===== src/rtl/reg_bank_arb_pkg.sv =====
// Shared constants and the FSM state type for the register bank arbiter.
// Imported by the arbiter top and its round-robin helper.
package reg_bank_arb_pkg;

    localparam int unsigned REG_ADDR_W = 3;
    localparam int unsigned REG_DATA_W = 8;

    localparam logic REQ0 = 1'b0;
    localparam logic REQ1 = 1'b1;

    typedef enum logic [1:0] {
        S_IDLE   = 2'd0,
        S_ACCESS = 2'd1,
        S_RESP   = 2'd2
    } state_t;

endpackage


===== src/rtl/rr_arb2.sv =====
// Two-way round-robin winner select. Purely combinational; the caller owns last_grant.
module rr_arb2
    import reg_bank_arb_pkg::*;
(
    input  logic req0,
    input  logic req1,
    input  logic last_grant,
    output logic valid,
    output logic winner
);

    always_comb begin
        valid  = req0 | req1;
        winner = REQ0;
        // On a tie the requester that did not win last time goes first.
        if (req0 && req1) begin
            winner = ~last_grant;
        end else if (req1) begin
            winner = REQ1;
        end
    end

endmodule


===== src/rtl/reg_bank_arbiter.sv =====
// Serialises single read/write transactions from two requesters onto the register bank port.
// Every output is a flop; read data is returned with a one-cycle rvalid pulse.
module reg_bank_arbiter
    import reg_bank_arb_pkg::*;
#(
    parameter int unsigned ADDR_W = REG_ADDR_W,
    parameter int unsigned DATA_W = REG_DATA_W
) (
    input  logic              clk,
    input  logic              rst_n,
    input  logic              req0,
    input  logic              we0,
    input  logic [ADDR_W-1:0] addr0,
    input  logic [DATA_W-1:0] wdata0,
    output logic              gnt0,
    output logic              rvalid0,
    output logic [DATA_W-1:0] rdata0,
    input  logic              req1,
    input  logic              we1,
    input  logic [ADDR_W-1:0] addr1,
    input  logic [DATA_W-1:0] wdata1,
    output logic              gnt1,
    output logic              rvalid1,
    output logic [DATA_W-1:0] rdata1,
    output logic              reg_en,
    output logic              reg_we,
    output logic [ADDR_W-1:0] reg_addr,
    output logic [DATA_W-1:0] reg_wdata,
    input  logic [DATA_W-1:0] reg_rdata,
    output logic              busy
);

    state_t state_q, state_d;
    logic   last_q, last_d;
    logic   win_q, win_d;

    logic              gnt0_d, gnt1_d, rvalid0_d, rvalid1_d;
    logic              reg_en_d, reg_we_d, busy_d;
    logic [ADDR_W-1:0] reg_addr_d;
    logic [DATA_W-1:0] reg_wdata_d, rdata0_d, rdata1_d;

    logic arb_valid, arb_winner;

    rr_arb2 u_rr_arb2 (
        .req0       (req0),
        .req1       (req1),
        .last_grant (last_q),
        .valid      (arb_valid),
        .winner     (arb_winner)
    );

    always_comb begin
        state_d     = state_q;
        last_d      = last_q;
        win_d       = win_q;
        gnt0_d      = 1'b0;
        gnt1_d      = 1'b0;
        rvalid0_d   = 1'b0;
        rvalid1_d   = 1'b0;
        reg_en_d    = 1'b0;
        reg_we_d    = 1'b0;
        reg_addr_d  = '0;
        reg_wdata_d = '0;
        rdata0_d    = rdata0;
        rdata1_d    = rdata1;

        unique case (state_q)
            S_IDLE: begin
                if (arb_valid) begin
                    // The reg_* flops double as the latched command for the access cycle.
                    state_d     = S_ACCESS;
                    last_d      = arb_winner;
                    win_d       = arb_winner;
                    reg_en_d    = 1'b1;
                    if (arb_winner == REQ1) begin
                        gnt1_d      = 1'b1;
                        reg_we_d    = we1;
                        reg_addr_d  = addr1;
                        reg_wdata_d = wdata1;
                    end else begin
                        gnt0_d      = 1'b1;
                        reg_we_d    = we0;
                        reg_addr_d  = addr0;
                        reg_wdata_d = wdata0;
                    end
                end
            end
            S_ACCESS: begin
                state_d = reg_we ? S_IDLE : S_RESP;
            end
            S_RESP: begin
                state_d = S_IDLE;
                if (win_q == REQ1) begin
                    rvalid1_d = 1'b1;
                    rdata1_d  = reg_rdata;
                end else begin
                    rvalid0_d = 1'b1;
                    rdata0_d  = reg_rdata;
                end
            end
            default: state_d = S_IDLE;
        endcase

        busy_d = (state_d != S_IDLE);
    end

    always_ff @(posedge clk or negedge rst_n) begin
        if (!rst_n) begin
            state_q   <= S_IDLE;
            last_q    <= REQ1;
            win_q     <= REQ0;
            gnt0      <= 1'b0;
            gnt1      <= 1'b0;
            rvalid0   <= 1'b0;
            rvalid1   <= 1'b0;
            rdata0    <= '0;
            rdata1    <= '0;
            reg_en    <= 1'b0;
            reg_we    <= 1'b0;
            reg_addr  <= '0;
            reg_wdata <= '0;
            busy      <= 1'b0;
        end else begin
            state_q   <= state_d;
            last_q    <= last_d;
            win_q     <= win_d;
            gnt0      <= gnt0_d;
            gnt1      <= gnt1_d;
            rvalid0   <= rvalid0_d;
            rvalid1   <= rvalid1_d;
            rdata0    <= rdata0_d;
            rdata1    <= rdata1_d;
            reg_en    <= reg_en_d;
            reg_we    <= reg_we_d;
            reg_addr  <= reg_addr_d;
            reg_wdata <= reg_wdata_d;
            busy      <= busy_d;
        end
    end

endmodule


===== config.mk =====
export PLATFORM = sky130hd
export DESIGN_NAME = reg_bank_arbiter
export DESIGN_NICKNAME = d
export VERILOG_FILES = /design/src/rtl/reg_bank_arb_pkg.sv /design/src/rtl/rr_arb2.sv /design/src/rtl/reg_bank_arbiter.sv
export SDC_FILE = /design/constraint.sdc
export NUM_CORES = 1
export LEC_CHECK = 0
export CAP_MARGIN = 40
export CORE_ASPECT_RATIO = 0.7
export CORE_MARGIN = 8
export CORE_UTILIZATION = 35
export DETAILED_ROUTE_END_ITERATION = 12
export GPL_TIMING_DRIVEN = 0
export PLACE_DENSITY = 0.72
export SLEW_MARGIN = 15
export SYNTH_ARGS = -nofsm -noshare
export SYNTH_HDL_FRONTEND = slang
export SYNTH_SLANG_ARGS = --single-unit

===== constraint.sdc =====
create_clock -name clk -period 2 [get_ports clk]
set_clock_uncertainty 0.2 [all_clocks]
set_input_delay 0.5 -clock clk [delete_from_list [all_inputs] [get_ports clk]]
set_output_delay 0.5 -clock clk [all_outputs]
set_load 0.02 [all_outputs]

==> flow_metrics.py <==
metrics = {
    "status": {
        "status": "complete, no violations",
    },
    "layout": {
        "fin_area_um2": 2266,
        "antennaDiodeCount": 0,
        "syn_to_final_growth_pct": 63.45,
        "stdcell_count": 216,
        "nNetsFinal": 199,
        "multi_input_area_um2": 377.9,
        "drive_gt1_share_pct": 23.17,
        "fillers": 318,
        "seq_area_um2": 952.2,
    },
    "routing": {
        "wl_per_cell_um": 15.43,
        "firstDrtPassIters": 3,
        "drc": 0,
        "top_layer_used": "met4",
        "wl_met2_mm": 1.392,
        "drt_iter0_drc": 12,
        "wl_met3_um": 488,
        "routed_wirelength_mm": 3.332,
        "num_vias": 987,
        "final_antenna_net_count": 0,
        "wl_met1_mm": 1.391,
        "viasPerCell": 4.569,
    },
    "timing": {
        "period_needed_ns": 1.947,
        "fin_ws_ns": 0.05275,
        "fin_crit_sh_pct": 97.36,
        "max_freq_ghz": 0.5135,
        "max-slew-margin-rel_pct": 63.95,
        "slew_viol_final": 0,
        "hold_violations": 0,
        "rsz0062_at_grt": "false",
        "setup_viol": 0,
        "tns_ns": 0,
        "worstMarginPinSlew_ns": 0.5351,
    },
    "clocking": {
        "clk_latency_ns": 0.28,
        "tritoncts": "built",
        "clkTransAtPathRegs_ns": 0.07,
        "clockBufferDepth": 2,
        "clock_sinks": 38,
        "root_buffer": "clkbuf_8",
        "post_cts_buffers": 0,
        "htree_levels": 2,
        "tritoncts.num_buffers": 5,
    },
    "yosys": {
        "synth_fp_nets": 121,
        "syn-cell-area_um2": 1386,
        "yosysWarnings": 0,
        "synthDistinctLibCells": 18,
        "synth_area_per_cell_um2": 16.31,
        "synth_flop_cell": "dfrtp_1",
        "syn_inst": 85,
        "async_flop_share_pct": 100.0,
        "yosysSeqAreaShare_pct": 68.68,
        "synth_edf_count": 0,
        "ys_ff_latch": 38,
    },
    "setup_path": {
        "end_kind": "output port",
        "rrSetupSlack_ns": 0.47,
        "cp_cell_sequence": "clkdlybuf4s50_1",
        "rr_worst_depth": 5,
        "r2r-end": "reg_addr[1]",
        "cp_top_family": "buffers and inverters",
        "critical_path.max_stage_delay_ns": 0.61,
        "cp_data_required_time_ns": 1.30,
        "crit_fanout": 2,
        "crit_slowest_cell": "clkdlybuf4s50_1",
        "critPathKind": "flop to output port",
        "arrival_ns": 1.25,
        "path_buf_inv": 1,
        "r2r-start": "last_q",
        "crit_path_start_kind": "flop",
    },
    "floorplan": {
        "rows": 19,
        "ios": 70,
        "die_w_um": 91.22,
        "die_height_um": 68.66,
        "start_util_pct": 36.00,
        "die_area_um2": 6263,
        "core_area_um2": 3851,
    },
    "min_path": {
        "hold_end": "state_q[1]",
        "min_from": "reg_we",
        "holdPathStages": 1,
        "hp-class": "flop to flop",
    },
    "power_and_ir_drop": {
        "power.density_nw_per_um2": 1493,
        "ir_drop_mv": 0.6552,
        "power_leakage_uw": 0.001043,
    },
    "placement": {
        "dp_slack_ns": -0.009764,
        "place_area_um2": 2157,
        "dpl.cell_count": 207,
        "gp_congestion": 0.7119,
        "port_buffers": 69,
    },
    "global_route": {
        "grt_pass1_wl_mm": 5.747,
        "grt_antenna_before_repair": 0,
        "grt_pass1_vias": 1191,
        "gr-total-overflow": 0,
        "grtUsageTotal_pct": 11.88,
        "grt_max_degree": 38,
    },
    "run": {
        "maxCapViolCount": 0,
    },
}
## synthesized netlist by cell type (2+ instances only)
library cell  count  area share [%]
a22o_2            5             3.6
mux2_2           16              13
nor3b_1           2             1.1
dfrtp_1          37              67
a22o_1            7             4.4
nand2b_1          2            0.90
buf_6             2             1.6
a21o_1            2             1.1
inv_1             3            0.81
## timing repair
item,CTS,global route
gates resized for setup,0,3
endpoints found under the setup margin,0,3
endpoints found under the hold margin,37,0
hold buffers,1,0
## registers in the layout, summed over array words and instances (netlist names)
| name | flops |
|---|---|
| rvalid1 | 1 |
| reg_we | 1 |
| win_q | 1 |
| gnt1 | 1 |
| rdata1 | 8 |
| rvalid0 | 1 |
| busy | 1 |
| reg_addr | 3 |
| gnt0 | 1 |
| rdata0 | 8 |
| state_q | 2 |
| reg_en | 1 |
| last_q | 1 |
| reg_wdata | 8 |
## report_power, final
group | internal, uW | switching (uW)
clock network | 278 | 251
registers | 1100 | 154
logic | 866 | 731
total | 2250 | 1140
## worst max-delay path by stage
| stage | from | endpoint | slack (ns) | cells after the start |
|---|---|---|---|---|
| 2_1_floorplan | last_q | reg_addr[0] | 0.55 | 5 |
| 3_3_place_gp | rst_n | rdata0[4] | -0.52 | 1 |
| 3_5_place_dp | req0 | reg_addr[1] | -0.01 | 6 |
| 4_1_cts | reg_we | reg_we | 0.01 | 1 |
| 5_1_grt | rdata1[6] | rdata1[6] | 0.004 | 1 |
| 6_report | rdata1[0] | rdata1[0] | 0.05 | 1 |
## cells by family after synthesis
family / synth area share (%)
DFF: 68.68
muxes: 13.00
AOI/OAI and AO/OA: 9.476
and+or+nand+nor: 4.783
buffers and inverters: 4.061
## metrics by stage
step	utilization, %	hold slack [ns]	total power (uW)
after global placement	55.62	0.2543	2858
after CTS	58.64	0.2771	3443
after global routing	58.84	0.3093	3589
after floorplan	-	0.004409	2090
after detailed placement	56.01	0.1012	2909
final	58.84	0.2588	3383
## final cells by class
type | instances | share of cell area, %
multi-input combinational | 40 | 16.68
buffer | 4 | 1.988
inverter | 3 | 0.4970
clock buffer | 7 | 3.810
tap | 52 | 2.871
timing repair buffer | 71 | 31.92
sequential | 38 | 42.02
clock inverter | 1 | 0.2209
## cell usage in the layout (no fill, tap or decap), drive strengths merged, types with 2 or more instances in the layout
master         instances
a21o                   2
a22o                  12
and3                   2
buf                    6
clkbuf                 7
clkdlybuf4s50         65
dfrtp                 37
dlymetal6s2s           3
inv                    3
mux2                  16
nand2b                 2
nor3b                  2
## metal layers
metal / global-route usage (%) / vias up
li1: - / 454
met1: 12.27 / 467
met2: 18.47 / 61
met3: 7.784 / 5
met4: 6.694 / 0
met5: 0 / -
(Power assumes the default switching activity.)
==> variant 1: new RTL, config.mk and constraints unchanged <==
Change the package constant `REG_ADDR_W` from 3 to 4.
--- a/src/rtl/reg_bank_arb_pkg.sv
+++ b/src/rtl/reg_bank_arb_pkg.sv
@@ -2,7 +2,7 @@
 // Imported by the arbiter top and its round-robin helper.
 package reg_bank_arb_pkg;
 
-    localparam int unsigned REG_ADDR_W = 3;
+    localparam int unsigned REG_ADDR_W = 4;
     localparam int unsigned REG_DATA_W = 8;
 
     localparam logic REQ0 = 1'b0;
Ports: changed (resized addr0, addr1 and reg_addr); port bits go from 70 to 73. The function was not compared with the original's and may differ.
==> variant 1 against the original RTL <==
Area after synthesis increased by 2.4%. Routed wire length increased by 1.7%. Setup slack improved by 0.0027 ns. Maximum frequency increased by 0.14%. Cell area increased by 2.6%. First-iteration DRC count increased by 110%. Power increased by 0.75%. Count of clock-buffer cells in the layout unchanged. Global-route usage decreased by 0.70 points. Cell count increased by 2.8%. Die area increased by 1.9%. Sequential cell count increased by 1. Critical endpoint is now rdata1[2]. Largest power group unchanged.
==> variant 1: results (changes against the original RTL) <==
Outcome:
- The run finished with clean final reports.

Place:
- The number of cells after detailed placement is 213 (+2.9%).
- The last weighted congestion value of the routability-driven placer is 0.691 (-2.9%).
- The count of input and output buffers is 72 (+4.3%).

Power and ir drop:
- The static power due to leakage came to 0.00106 µW (+1.3%).
- The design internal power came to 2250 µW (+0.23%).
- The worst IR drop on VDD was 0.647 mV (-1.3%).

Drt:
- The wire length the detailed router placed on met1 is 1.42 mm (+1.8%).
- The final routed DRC violation total is 0 (unchanged).
- The count of routing violations after the opening detailed-route iteration is 25 (+13).
- The routed wire length on met2 was 1.47 mm (+5.6%).
- The routed length on met3 was 450 µm (-7.8%).
- The final routed wire length divided by cell count came to 15.3 µm (-1.0%).
- The via density per instance is 4.50 (-1.6%).

Synth:
- The commonest cells after synthesis are dfrtp_1 (38), mux2_2 (15), a22o_1 (13).
- In the post-synthesis netlist, the biggest area contributors are dfrtp_1 (67%), mux2_2 (12%), a22o_1 (8.0%).
- The gate count after technology mapping is 88 (+3.5%).
- The post-synthesis sequential area ratio is 0.688 (+0.00128).
- The synthesized netlist net count came to 126 (+4.1%).
- The number of distinct library cell variants in the gate-level netlist after synthesis is 19 (+1).

Cells and area:
- The count of nets after finishing is 207 (+4.0%).
- The share of cells above drive strength 1 is 0.194 (-0.0376).
- The filler-free cell count of the finished design was 222 (+2.8%).

Global route:
- The number of global-route vias before repair came to 1112 (-6.6%).
- The wire length of the first global-routing pass came to 5.52 mm (-3.9%).
- The pin count of the biggest net entering global routing is 25 (-34%).
- The met2 track utilization from global routing is 0.157 (-0.0272).
- The global-route usage over all layers is 0.112 (-0.00704).
- The global routing met3 resource utilization is 0.0768 (-0.00108).

Timing:
- The worst-case headroom to the max-slew limit is 0.623 (-0.0170).

Setup path:
- Among all stages on the critical path, the largest delay is contributed by clkdlybuf4s50_1.
[variant 1: power groups by stage]
stage	clock (µW)	combinational, µW	sequential [µW]
2_1_floorplan	0	460	1670
3_3_place_gp	0	1620	1290
3_5_place_dp	0	1660	1310
4_1_cts	514	1670	1300
5_1_grt	556	1730	1330
6_report	497	1620	1290
[variant 1: layout make-up]
| cell class | count | area, µm² | share of cell area |
|---|---|---|---|
| Multi-Input combinational cell | 41 | 385 | 0.166 |
| Clock buffer | 7 | 76.3 | 0.0328 |
| Tap cell | 52 | 65.1 | 0.0280 |
| Clock inverter | 1 | 5.00 | 0.00215 |
| Inverter | 3 | 11.3 | 0.00484 |
| Buffer | 5 | 46.3 | 0.0199 |
| Sequential cell | 39 | 977 | 0.420 |
| Timing Repair Buffer | 74 | 758 | 0.326 |
[variant 1: cell families after synthesis]
group	share of synthesized area
simple gates	0.0502
mux	0.127
buf+inv	0.0405
flops	0.688
compound gates	0.0943
[variant 1: final timing paths]
| kind | cells after the start | from | slack (ns) | endpoint |
|---|---|---|---|---|
| setup / recovery | 1 | rdata1[2] | 0.06 | rdata1[2] |
| min in group asynchronous | 2 | rst_n | 0.48 | reg_wdata[7] |
| hold reg to reg | 1 | reg_we | 0.26 | state_q[1] |
| max in group asynchronous | 3 | rst_n | 0.67 | rdata1[7] |
| setup reg to reg | 5 | last_q | 0.43 | reg_addr[1] |
| hold / removal | 1 | reg_we | 0.26 | state_q[1] |
[variant 1: per-stage QoR]
step | total power [µW] | worst slack, ns | cell area, µm²
2_1_floorplan | 2130 | 0.533 | 1420
3_3_place_gp | 2920 | -0.609 | 2210
3_5_place_dp | 2970 | -0.0543 | 2230
4_1_cts | 3480 | 0.00969 | 2320
5_1_grt | 3610 | 0.000379 | 2320
6_report | 3410 | 0.0554 | 2320
==> variant 2: new RTL, same settings <==
Made on the original files. Take the reset off `rdata1` and load it in a clocked block of its own.
--- a/src/rtl/reg_bank_arbiter.sv
+++ b/src/rtl/reg_bank_arbiter.sv
@@ -114,7 +114,6 @@
             rvalid0   <= 1'b0;
             rvalid1   <= 1'b0;
             rdata0    <= '0;
-            rdata1    <= '0;
             reg_en    <= 1'b0;
             reg_we    <= 1'b0;
             reg_addr  <= '0;
@@ -129,7 +128,6 @@
             rvalid0   <= rvalid0_d;
             rvalid1   <= rvalid1_d;
             rdata0    <= rdata0_d;
-            rdata1    <= rdata1_d;
             reg_en    <= reg_en_d;
             reg_we    <= reg_we_d;
             reg_addr  <= reg_addr_d;
@@ -138,5 +136,9 @@
         end
     end
 
+    always_ff @(posedge clk) begin
+        rdata1 <= rdata1_d;
+    end
+
 endmodule
 
Behaviour: differs if rst_n is asserted again (counterexample within 4 cycles, from zero or initial values and one cycle with rst_n low); with rst_n held inactive, the same outputs for 10 cycles.
==> variant 2 against the original RTL <==
Area after synthesis fell by 4.0%. Power fell by 12%. Cell area fell by 3.8%. Global-route usage fell by 0.99 points. Hold slack got worse by 0.22 ns. Setup slack barely moved. Non-clock buffer count fell by 2. Routed wire length fell by 5.4%. Sequential cell count did not move. Critical path type unchanged. Critical endpoint is now rdata0[0]. Highest routed layer unchanged.
==> variant 2: results (changes against the original RTL) <==
Setup path:
- The largest individual stage delay along the critical path comes from the cell clkdlybuf4s50_1.
- The critical path's top delay family is buffers and inverters.
- The peak per-stage delay on the critical path is 0.62 ns.
- The logic depth of the worst register-to-register path came to 5 (unchanged).
- The biggest fanout along the worst timing path came to 2 (unchanged).

Power and ir drop:
- The static power due to leakage is 0.000968 µW (-7.2%).
- The worst IR drop on VDD was 0.565 mV (-14%).

Synth:
- Summed over all instances, the cell type with the most area after synthesis is dfrtp_1.
- The gate count after technology mapping is 76 (-11%).
- The number of enable flip-flop cells after synthesis is 8 (+8).
- The number of distinct library cell variants in the gate-level netlist after synthesis is 19 (+1).
- The count of synthesis-stage warnings from yosys is 0 (unchanged).
- The synthesized netlist net count is 112 (-7.4%).
- The post-synthesis sequential area ratio is 0.745 (+0.0585).
- Ranked by total cell area, the synthesized netlist is headed by dfrtp_1 (55%), edfxtp_1 (18%), mux2_2 (6.8%).
- By count the netlist is led by dfrtp_1 (29), edfxtp_1 (8), mux2_2 (8).
- The share of flip-flops with an asynchronous set or reset after synthesis is 0.789 (-0.211).

CTS:
- The number of buffers on the longest clock path was 2 (unchanged).
- The total clock buffers created by CTS is 5 (unchanged).
- The source-to-sink clock delay at the later pin of the worst-skew pair came to 0.28 ns (about the same).
- In this run the clock root is driven by a clkbuf_8.
- The H-tree depth was 2 (unchanged).
- The post-cts gate resize count is 0 (unchanged).
- The clock slew at the register clock pins of the worst setup and hold paths is 0.07 ns (about the same).
- The setup fix buffers added after clock tree synthesis is 0 (unchanged).

Outcome:
- The run finished with clean final reports.

Drt:
- The count of routing violations after the opening detailed-route iteration is 16 (+4).
- The via density per instance is 4.49 (-1.8%).
- The routed wire length was 3.15 mm (-5.4%).
- The iteration count of the initial detailed-routing pass is 4 (+1).

Cells and area:
- The filler-free cell count of the finished design is 203 (-6.0%).
- The share of cells above drive strength 1 is 0.183 (-0.0487).
- The count of nets after finishing is 188 (-5.5%).
- The number of antenna repair diodes was 0 (unchanged).
- The largest registers in the layout are rdata0 x8, rdata1 x8, reg_wdata x8.

Global route:
- The wire length of the first global-routing pass is 4.97 mm (-13%).
- The global-route usage over all layers is 0.109 (-0.00986).
- The initial antenna violation count is 0 (unchanged).
- The pin count of the biggest net entering global routing is 31 (-18%).
- The number of global-route vias before repair is 1032 (-13%).

Timing:
- The worst-case headroom to the max-slew limit is 0.563 (-0.0768).

Place:
- The count of input and output buffers is 69 (unchanged).
- The last weighted congestion value of the routability-driven placer is 0.666 (-6.4%).
- The standard cell area after detailed placement is 2080 µm² (-3.6%).
- Summed over all nets, the half-perimeter wirelength after detailed placement is 2.55 mm.

Hold path:
- The class of the tightest hold or removal check is in -> async.
==> variant 2: layout make-up <==
type	instances	area, µm²
fillers	267	1400
repair buffers	69	696
multi-input cells	32	287
well taps	50	62.6
flip-flops and latches	38	992
clock buffers	8	90.1
inverters	2	7.51
plain buffers	4	45.0
==> variant 2: final timing paths <==
kind	from	endpoint	slack, ns
worst max-delay path	rdata0[0]	rdata0[0]	0.05
worst min-delay path	rst_n	state_q[1]	0.04
worst max register to register	last_q	reg_addr[0]	0.45
worst min register to register	reg_we	state_q[1]	0.26
max in group asynchronous	rst_n	gnt0	1.13
min in group clk	reg_we	state_q[1]	0.26
==> variant 2: kinds of logic (layout without fill, tap and decap cells) <==
kind of cell           Yosys count  count (layout)  synth area share
multiplexers                     8               8            0.0677
AO/OA/AOI/OAI                   15              15            0.0987
AND/OR/NAND/NOR                  9               9            0.0489
buffers and inverters            6              83            0.0395
flip-flops                      38              38             0.745
==> variant 2: where the power goes <==
part | internal (µW) | switching, µW
Clock | 281 | 235
Sequential | 1070 | 115
Combinational | 677 | 598
Total | 2030 | 948
==> variant 2: layer usage <==
metal | wire length, µm | track usage | up-vias | share of wire
li1 | - | - | 422 | -
met1 | 1380 | 0.121 | 419 | 0.44
met2 | 1190 | 0.143 | 64 | 0.38
met3 | 522 | 0.0842 | 6 | 0.17
met4 | 61 | 0.0692 | 0 | 0.019
met5 | 0 | 0 | - | 0
==> variant 2: through the flow <==
step | util | setup slack, ns | total power [µW]
floorplan | - | 0.551 | 1850
global placement | 0.582 | -0.273 | 2470
detailed placement | 0.581 | -0.0176 | 2510
CTS | 0.606 | 0.00873 | 3040
global route | 0.609 | 0.000614 | 3150
finish | 0.609 | 0.0529 | 2980
